--- config.mk ---
export PLATFORM = sky130hd
export DESIGN_NAME = vend_txn_controller_flat
export DESIGN_NICKNAME = d
export VERILOG_FILES = /design/src/rtl/vend_pkg.sv /design/src/rtl/vend_txn_controller_if.sv /design/src/rtl/vend_txn_controller_coin_decoder.sv /design/src/rtl/vend_txn_controller.sv /design/src/flat_wrapper.sv
export SDC_FILE = /design/constraint.sdc
export NUM_CORES = 1
export LEC_CHECK = 0
export ABC_AREA = 1
export CAP_MARGIN = 0
export CORE_UTILIZATION = 64
export CTS_BUF_LIST = sky130_fd_sc_hd__clkbuf_8
export CTS_CLUSTER_DIAMETER = 80
export CTS_CLUSTER_SIZE = 28
export DETAILED_ROUTE_END_ITERATION = 16
export PLACE_DENSITY = 0.86
export REMOVE_ABC_BUFFERS = 1
export SLEW_MARGIN = 0
export SYNTH_ARGS = -nofsm -noshare
export SYNTH_HDL_FRONTEND = slang
export SYNTH_SLANG_ARGS = --single-unit
--- constraint.sdc ---
create_clock -name CLK100MHZ -period 4.74 [get_ports CLK100MHZ]
set_clock_uncertainty 0.2 [all_clocks]
set_input_delay 0.948 -clock CLK100MHZ [delete_from_list [all_inputs] [get_ports CLK100MHZ]]
set_output_delay 0.948 -clock CLK100MHZ [all_outputs]
set_load 0.005 [all_outputs]
--- src/rtl/vend_pkg.sv ---
// Shared types and constants for the vending transaction controller:
// FSM state encoding, coin values, product price table and credit sum width.
package vend_pkg;

  localparam int SUM_W = 9;

  typedef enum logic [2:0] {
    IDLE     = 3'd0,
    COLLECT  = 3'd1,
    DISPENSE = 3'd2,
    HOLD     = 3'd3
  } state_e;

  localparam logic [7:0] COIN_5  = 8'd5;
  localparam logic [7:0] COIN_10 = 8'd10;
  localparam logic [7:0] COIN_20 = 8'd20;
  localparam logic [7:0] COIN_50 = 8'd50;

  // Product price table indexed by the 3-bit product select switches.
  function automatic logic [7:0] priceOf(input logic [2:0] sel);
    logic [7:0] p;
    case (sel)
      3'd0:    p = 8'd15;
      3'd1:    p = 8'd20;
      3'd2:    p = 8'd25;
      3'd3:    p = 8'd30;
      3'd4:    p = 8'd45;
      3'd5:    p = 8'd50;
      3'd6:    p = 8'd65;
      default: p = 8'd80;
    endcase
    return p;
  endfunction

endpackage

--- src/rtl/vend_txn_controller_if.sv ---
// Front-end strobes and display/dispense outputs of the vending controller,
// bundled so the bench drives the master side and the controller the slave side.
interface vend_txn_controller_if;
  logic [3:0] coin_pulse;
  logic [2:0] SW;
  logic       confirm;
  logic       cancel;
  logic [7:0] total_money;
  logic [7:0] price;
  logic       dispense;
  logic [7:0] change_amt;
  logic       change_valid;
  logic       coin_reject;
  logic [2:0] state_o;

  modport master (
    output coin_pulse, SW, confirm, cancel,
    input  total_money, price, dispense, change_amt, change_valid, coin_reject, state_o
  );

  modport slave (
    input  coin_pulse, SW, confirm, cancel,
    output total_money, price, dispense, change_amt, change_valid, coin_reject, state_o
  );
endinterface

--- src/rtl/vend_txn_controller_coin_decoder.sv ---
// Priority-encodes the debounced coin strobes into a coin value; the lowest
// set bit wins and any other simultaneous strobes are dropped.
module coin_decoder
  import vend_pkg::*;
(
  input  logic [3:0] coin_pulse_i,
  output logic [7:0] value_o,
  output logic       valid_o
);

  always_comb begin
    value_o = '0;
    valid_o = 1'b0;
    if (coin_pulse_i[0]) begin
      value_o = COIN_5;
      valid_o = 1'b1;
    end else if (coin_pulse_i[1]) begin
      value_o = COIN_10;
      valid_o = 1'b1;
    end else if (coin_pulse_i[2]) begin
      value_o = COIN_20;
      valid_o = 1'b1;
    end else if (coin_pulse_i[3]) begin
      value_o = COIN_50;
      valid_o = 1'b1;
    end
  end

endmodule

--- src/rtl/vend_txn_controller.sv ---
// Vending transaction FSM: owns the credit, latches the price on the first coin,
// dispenses on confirm and shows change or a refund for a fixed hold time.
module vend_txn_controller
  import vend_pkg::*;
#(
  parameter logic [7:0]  MAX_CREDIT     = 8'd250,
  parameter logic [31:0] TIMEOUT_CYCLES = 32'd500_000_000,
  parameter logic [31:0] HOLD_CYCLES    = 32'd200_000_000
) (
  input logic                 CLK100MHZ,
  input logic                 rst,
  vend_txn_controller_if.slave bus
);

  logic [7:0]       coinValue;
  logic             coinValid;
  logic [SUM_W-1:0] sumD;
  logic             coinFits;

  state_e      state_q;
  logic [7:0]  total_q;
  logic [7:0]  price_q;
  logic        dispense_q;
  logic [7:0]  change_q;
  logic        changeValid_q;
  logic        reject_q;
  logic [31:0] count_q;

  coin_decoder u_coin_decoder (
    .coin_pulse_i (bus.coin_pulse),
    .value_o      (coinValue),
    .valid_o      (coinValid)
  );

  // Widened sum so a coin near the ceiling can never wrap past the comparison.
  assign sumD     = {1'b0, total_q} + {1'b0, coinValue};
  assign coinFits = (sumD <= {1'b0, MAX_CREDIT});

  always_ff @(posedge CLK100MHZ) begin
    if (rst) begin
      state_q       <= IDLE;
      total_q       <= '0;
      price_q       <= priceOf(bus.SW);
      dispense_q    <= 1'b0;
      change_q      <= '0;
      changeValid_q <= 1'b0;
      reject_q      <= 1'b0;
      count_q       <= '0;
    end else begin
      dispense_q <= 1'b0;
      reject_q   <= 1'b0;
      case (state_q)
        IDLE: begin
          price_q <= priceOf(bus.SW);
          count_q <= '0;
          if (coinValid) begin
            if (coinFits) begin
              total_q <= sumD[7:0];
              state_q <= COLLECT;
            end else begin
              reject_q <= 1'b1;
            end
          end
        end
        COLLECT: begin
          // Cancel outranks everything, and a coin in the same cycle is refused.
          if (bus.cancel) begin
            reject_q      <= coinValid;
            change_q      <= total_q;
            changeValid_q <= 1'b1;
            total_q       <= '0;
            count_q       <= '0;
            state_q       <= HOLD;
          end else if (!coinValid && (count_q == TIMEOUT_CYCLES - 32'd1)) begin
            change_q      <= total_q;
            changeValid_q <= 1'b1;
            total_q       <= '0;
            count_q       <= '0;
            state_q       <= HOLD;
          end else begin
            if (coinValid) begin
              count_q <= '0;
              if (coinFits) total_q <= sumD[7:0];
              else          reject_q <= 1'b1;
            end else begin
              count_q <= count_q + 32'd1;
            end
            // Sufficiency uses the pre-coin credit; a same-cycle coin still lands.
            if (bus.confirm && (total_q >= price_q)) begin
              dispense_q <= 1'b1;
              count_q    <= '0;
              state_q    <= DISPENSE;
            end
          end
        end
        DISPENSE: begin
          reject_q      <= coinValid;
          change_q      <= total_q - price_q;
          changeValid_q <= 1'b1;
          total_q       <= '0;
          count_q       <= '0;
          state_q       <= HOLD;
        end
        HOLD: begin
          reject_q <= coinValid;
          if (count_q == HOLD_CYCLES - 32'd1) begin
            change_q      <= '0;
            changeValid_q <= 1'b0;
            count_q       <= '0;
            state_q       <= IDLE;
          end else begin
            count_q <= count_q + 32'd1;
          end
        end
        default: state_q <= IDLE;
      endcase
    end
  end

  assign bus.total_money  = total_q;
  assign bus.price        = price_q;
  assign bus.dispense     = dispense_q;
  assign bus.change_amt   = change_q;
  assign bus.change_valid = changeValid_q;
  assign bus.coin_reject  = reject_q;
  assign bus.state_o      = state_q;

endmodule

--- src/flat_wrapper.sv ---
// flat-port wrapper written by rule: the top's interface ports become plain ports
module vend_txn_controller_flat import vend_pkg::*;
#(
  parameter logic [7:0]  MAX_CREDIT     = 8'd250,
  parameter logic [31:0] TIMEOUT_CYCLES = 32'd500_000_000,
  parameter logic [31:0] HOLD_CYCLES    = 32'd200_000_000
)
  (CLK100MHZ, rst, bus_coin_pulse, bus_SW, bus_confirm, bus_cancel, bus_total_money, bus_price, bus_dispense, bus_change_amt, bus_change_valid, bus_coin_reject, bus_state_o);
  vend_txn_controller_if bus_i ();
  input logic CLK100MHZ;
  input logic rst;
  input wire logic [$bits(bus_i.coin_pulse)-1:0] bus_coin_pulse;
  input wire logic [$bits(bus_i.SW)-1:0] bus_SW;
  input wire logic [$bits(bus_i.confirm)-1:0] bus_confirm;
  input wire logic [$bits(bus_i.cancel)-1:0] bus_cancel;
  output wire logic [$bits(bus_i.total_money)-1:0] bus_total_money;
  output wire logic [$bits(bus_i.price)-1:0] bus_price;
  output wire logic [$bits(bus_i.dispense)-1:0] bus_dispense;
  output wire logic [$bits(bus_i.change_amt)-1:0] bus_change_amt;
  output wire logic [$bits(bus_i.change_valid)-1:0] bus_change_valid;
  output wire logic [$bits(bus_i.coin_reject)-1:0] bus_coin_reject;
  output wire logic [$bits(bus_i.state_o)-1:0] bus_state_o;
  assign bus_i.coin_pulse = bus_coin_pulse;
  assign bus_i.SW = bus_SW;
  assign bus_i.confirm = bus_confirm;
  assign bus_i.cancel = bus_cancel;
  assign bus_total_money = bus_i.total_money;
  assign bus_price = bus_i.price;
  assign bus_dispense = bus_i.dispense;
  assign bus_change_amt = bus_i.change_amt;
  assign bus_change_valid = bus_i.change_valid;
  assign bus_coin_reject = bus_i.coin_reject;
  assign bus_state_o = bus_i.state_o;
  vend_txn_controller #(.MAX_CREDIT(MAX_CREDIT), .TIMEOUT_CYCLES(TIMEOUT_CYCLES), .HOLD_CYCLES(HOLD_CYCLES)) u_core (.CLK100MHZ(CLK100MHZ), .rst(rst), .bus(bus_i));
endmodule
# [Word-level counts from Yosys, hierarchy flattened]
# Index checks and enable logic that the tools add are counted.
[op_classes] mux=43 add_sub_neg=3 n_eq_ne=16 n_reduce_logical=14 bitwise_logic=1 order_cmp=2
[op_table] op="$mux 32" n=5
[op_table] op="$pmux 32 s3" n=1
[op_table] op="$mux 8" n=9
[op_table] op="$pmux 7 s7" n=1
[op_table] op="$pmux 8 s3" n=2
[op_table] op="$add 32x1->32 const B" n=1
[op_table] op="$eq 32x28->1 const B" n=1
[op_table] op="$eq 32x29->1 const B" n=1
[op_table] op="$mux 6" n=4
[op_table] op="$mux 3" n=6
[op_table] op="$eq 3x2->1 const B" n=4
[op_table] op="$mux 1" n=12
[op_table] op="$pmux 3 s4" n=1
[op_table] op="$add 8x6->9" n=1
[op_table] op="$eq 3x3->1 const B" n=3
[op_table] op="$le 9x8->1 const B" n=1
[op_table] op="$reduce_bool 3->1" n=3
[op_table] op="$ge 8x8->1" n=1
[op_table] op="$sub 8x8->8" n=1
[op_table] op="$eq 3x1->1 const B" n=2
[op_table] op="$logic_not 3->1" n=2
[op_table] op="$ne 2x1->1 const B" n=3
[op_table] op="$pmux 1 s3" n=2
[op_table] op="$ne 4x2->1 const B" n=1
[op_table] op="other kinds (9)" n=11
[totals] inputBits=11 output_inout_bits=30 wordCells=87 reg_bits=62

# [Depth between registers and ports, before layout]
[depth] word_depth=11 depth_mapped=19

# [Hierarchy]
# A second synthesis with hierarchy kept.
[unflattened] hier_cells=591 area_unflattened_um2=4011.3
[modules_own_cells] module="vend_txn_controller" area_each_um2=3930.0 seq_area_each_um2=1271.2 n_inst=1 cells_each=574
[modules_own_cells] module="coin_decoder" area_each_um2=81.3 seq_area_each_um2=0.0 n_inst=1 cells_each=17

# [Least setup slack after synthesis]
# No wires, ideal clock.
[synth_timing] path_kind="input to register" from="in bus_coin_pulse[0]" to="reg u_core.state_q[0] (netlist: u_core.bus.state_o[0])" path_buffers=0 t_required_ns=4.425 path_slack_ns=1.738 setup_time_ns=0.115 cell_stages=17 arrival_ns=2.687 path_cell_list="inv_1 -> nand3_1 -> o21ai_0 -> inv_1 -> fa_1 -> inv_1 -> nand3_1 -> nand3_1 -> nand2_1 -> nor2_1 -> nand2_1 -> nor2_1 -> nand2_1 -> nand3_2 -> nand2_1 -> a21oi_1 -> nor2_1"
[synth_between] elab_chain_len=6 elab_cells_between_ends=13
[synth_rtl] element="start: declaration" line_no="flat_wrapper.sv:12" source="input wire logic [$bits(bus_i.coin_pulse)-1:0] bus_coin_pulse;"
[synth_rtl] element="branches (longest 6 deep; another with $add 8x6->9)"
[synth_rtl] element="end signal: assignment" line_no="vend_txn_controller.sv:59" source="state_q <= COLLECT;"
[synth_rtl] element="end signal: assignment" line_no="vend_txn_controller.sv:73" source="state_q <= HOLD;"
[synth_rtl] element="end signal: assignment" line_no="vend_txn_controller.sv:79" source="state_q <= HOLD;"
[synth_rtl] element="end: declaration" line_no="vend_txn_controller.sv:20" source="state_e state_q;"
# Parallel ways; which one is timed is not known.
# A chain may end at the register's enable or synchronous reset.

# [Worst setup path after layout]
[layout_timing] from="in bus_coin_pulse[1]" to="reg u_core.state_q[0] (netlist: u_core.bus.state_o[0])"
[layout_between] elab_chain_len=7 elab_cells_between_ends=15
[layout_rtl] element="branches (longest 7 deep; another with $add 8x6->9)"
# Parallel ways; which one is timed is not known.

==> summary.md <==
| Metric | Value |
|---|---|
| Status | complete, no violations |
| Net switching power | 0.872 mW |
| CTS max path bufs | 2 |
| Unique masters post-synth | 37 |
| Number of diodes | 0 |
| # Max-Cap Violations | 0 |
| Reg2reg path depth | 8 |
| WP data arrival | 3.57 ns |
| Syn-to-layout area delta | 16.2% |
| Starting Density | 66.2% |
| Ys Warns | 0 |
| Max IR drop VDD | 0.256 mV |
| Slew Limit Fails | 0 |
| Min Hold Slack | 0.267 ns |
| Root Buffer Master | clkbuf_8 |
| PortBufs | 38 |
| Latest clock arrival within the worst-skew pair | 0.35 ns |
| Crit path launch type | input port |
| Comb pwr share | 45.6% |
| Final hold violation count | 0 |
| Largest net degree at the start of global routing | 20 |
| Crit path capture | u_core.bus.state_o[0]$_SDFFE_PP0P_ |
| Dpl cells | 689 |
| Highest fanout seen on the critical path | 6 |
| Post-route DRC | 0 |
| Layout Nets | 657 |
| Post-cts sizing count | 0 |
| Die area | 0.00640 sq mm |
| Core Box Area | 0.00589 sq mm |
| Routed Antenna Nets | 0 |
| Placer Congestion | 0.938 |
| Chip height | 80.0 um |
| Syn_area_per_cell | 6.68 sq um |
| Post-CTS Setup Repair Bufs | 0 |
| Simple-gate area share of the yosys netlist | 34.8% |
| Proportion of layout cells with a drive suffix above 1 | 6.03% |
| Worst EP required | 4.79 ns |
| Synth Register Bits | 60 |
| Fmax achieved | 284 MHz |
| Seq pwr share | 32.4% |
| Relative slew slack | 52.7% |
| Post-Synth XOR/XNOR Area | 6.97% |
| First-pass GRT wire length | 16.5 mm |
| Worst setup margin | 1.22 ns |
| Inserted Clock Buffers | 9 |
| Adder-cell share of the synthesized area | 7.13% |
| Pre-Repair DR Iteration Count | 5 |
| Cells after Synth | 583 |
| Mux contribution to synthesized area | 0% |
| Hold Buf Count CTS | 0 |
| Final wirelength | 9.78 mm |
| Via-per-instance ratio | 5.54 |
| Worst setup path startpoint | bus_coin_pulse[1] |
| Worst R2R End | u_core.count_q[19]$_SDFFE_PP0P_ |
| Unrepaired setup endpoints after global routing | false |
| HPWL Detailed | 7.40 mm |
| PwrDens | 465 mW/mm^2 |
| Non-Filler Instances | 705 |
| Min Clock Period, post-route | 3.52 ns |
| Worst Setup End Kind | register |
| Final Setup Violations | 0 |
| Final Instance Area | 0.00453 sq mm |
| Total leakage power | 1.89 nW |
| Synth Area in Compound Gates | 8.35% |
| Largest family of logic cells by synthesized area | simple AND/OR/NAND/NOR gates |
| Via count | 3908 |
| Setup TNS | 0 ns |
| Wire per inst | 13.9 um |
| Setup WS pre-CTS | 0.903 ns |
| Mapped cell area | 0.00389 sq mm |
| Placed cell area | 0.00433 sq mm |
| # IOs | 41 |
| Worst r2r src | u_core.bus.state_o[0]$_SDFFE_PP0P_ |
| R2r setup slk | 1.66 ns |
| Int Pwr | 1.23 mW |
| Sw Ratio | 41.4% |
| Initial drt markers | 357 |
| Reg clk slew, reported paths | 0.07 ns |
| Site Rows | 28 |
| H-tree depth | 3 |
| Min-delay worst type | reg2reg |
| CTS tree | yes |
| Clock net sink count | 60 |
| Clock share of power | 22.0% |
| Crit Path Category | in2reg |
| Least-Margin Pin Slew | 0.708 ns |
| Sequential fraction of the synthesis area | 32.6% |
| Number of global-route vias before repair | 3708 |
| Design Power | 2.10 mW |
| DIE WIDTH | 80.0 um |
| Initial antenna violation count | 0 |
| Total global routing overflow | 0 |
| Period utilization | 74.3% |
| Final core occ | 76.9% |
| GRT Total Usage | 33.4% |
==> layout make-up <==
class	instances	area [sq um]
multi-input combinational	426	2240
clock buffer	9	124
tap	75	93.8
sequential	60	1270
clock inverter	7	73.8
fill	467	1360
inverter	88	330
timing repair buffer	40	395
==> power by group through the flow <==
stage / clock network (mW) / registers (mW) / logic [mW]
after floorplan: 0 / 0.671 / 0.600
after global placement: 0 / 0.688 / 0.916
after detailed placement: 0 / 0.690 / 0.942
after CTS: 0.470 / 0.680 / 0.947
after global routing: 0.487 / 0.691 / 1.08
final: 0.464 / 0.682 / 0.959
==> how the worst min path moves through the flow <==
stage                                           from                                     to  cells past startpoint
6_report       u_core.bus.change_amt[5]$_SDFFE_PP0P_  u_core.bus.change_amt[5]$_SDFFE_PP0P_                      2
5_1_grt         u_core.bus.change_valid$_SDFFE_PP0P_   u_core.bus.change_valid$_SDFFE_PP0P_                      2
4_1_cts        u_core.bus.change_amt[5]$_SDFFE_PP0P_  u_core.bus.change_amt[5]$_SDFFE_PP0P_                      2
3_5_place_dp   u_core.bus.change_amt[5]$_SDFFE_PP0P_  u_core.bus.change_amt[5]$_SDFFE_PP0P_                      2
3_3_place_gp   u_core.bus.change_amt[7]$_SDFFE_PP0P_  u_core.bus.change_amt[7]$_SDFFE_PP0P_                      2
2_1_floorplan  u_core.bus.change_amt[5]$_SDFFE_PP0P_  u_core.bus.change_amt[5]$_SDFFE_PP0P_                      2
==> critical path, stage by stage <==
cell,delay [ns]
clkdlybuf4s50_1,0.52
inv_1,0.08
o21ai_0,0.25
inv_1,0.10
fa_1,0.43
inv_1,0.12
nand2_1,0.08
nand2_1,0.07
nand3_1,0.06
nand2_1,0.10
nor2_1,0.05
nand2_1,0.05
nor2_1,0.04
nand2_1,0.16
nand3_2,0.15
nand2_1,0.16
nand3_1,0.10
nand2_1,0.07
nor2_1,0.04
==> flip-flops by register name (all words and copies together) (netlist names) <==
signal                   flops
u_core.bus.total_money       8
u_core.bus.coin_reject       1
u_core.bus.dispense          1
u_core.bus.change_amt        8
u_core.bus.price             7
u_core.bus.state_o           2
u_core.count_q              32
u_core.bus.change_valid      1
==> cell families (layout without fill, tap and decap cells) <==
kind of cell | Yosys count | after routing
other cells | 1 | 2
fa+ha+maj | 21 | 21
flops | 60 | 60
buf+inv | 98 | 144
simple gates | 311 | 311
compound gates | 61 | 61
xor+xnor | 31 | 31
==> Yosys cell counts <==
cell type    n  area, sq um
a31oi_1      1         6.26
buf_6        1         11.3
nor3_4       1         16.3
ha_1        19          238
xnor2_1      5         43.8
buf_4        3         22.5
nand2b_1     1         6.26
o21ai_2      1         8.76
dfxtp_1     53         1060
o211ai_1     2         15.0
nor2_1      87          327
nand3_1     38          190
a21oi_1     24          120
conb_1       1         3.75
o21ai_1      1         5.00
nor3b_2      1         12.5
a21oi_2      1         8.76
inv_2        6         22.5
nor2_2       2         12.5
o22ai_1      5         31.3
nor4_1       1         6.26
o21ai_0     26          130
clkbuf_1     3         11.3
buf_2        3         15.0
edfxtp_1     7          210
inv_1       82          308
fa_1         2         40.0
nor3_1      20          100
nand2_1    135          507
nand3b_1     2         15.0
nand2_2      2         12.5
or2_1        1         6.26
nand4_1     14         87.6
nand3_2      3         30.0
xor2_1      26          228
nor3_2       2         20.0
or2_2        1         6.26
==> routing by layer <==
metal	GRT usage, %	wire length [um]	vias to the layer above
met5	0	0	-
met4	17.0	354	0
met3	4.91	533	38
met2	58.5	4890	139
met1	39.5	4010	1789
li1	-	-	1942
==> placed cells by master, fill, tap and decap left out, types with 2 or more instances in the layout <==
cell type,instances
inv_2,6
nand2_2,2
clkbuf_8,9
inv_1,82
fa_1,2
xnor2_1,5
buf_4,2
conb_1,2
nand3_1,38
nand3b_1,2
a21oi_1,24
clkinvlp_4,2
nand2_1,135
dfxtp_1,53
edfxtp_1,7
nor3_1,20
ha_1,19
o211ai_1,2
nor2_2,2
o21ai_0,26
nor2_1,87
nor3_2,2
nand4_1,14
xor2_1,26
clkdlybuf4s50_1,38
nand3_2,3
o22ai_1,5
Note: power is estimated with default switching activity, not from simulation.
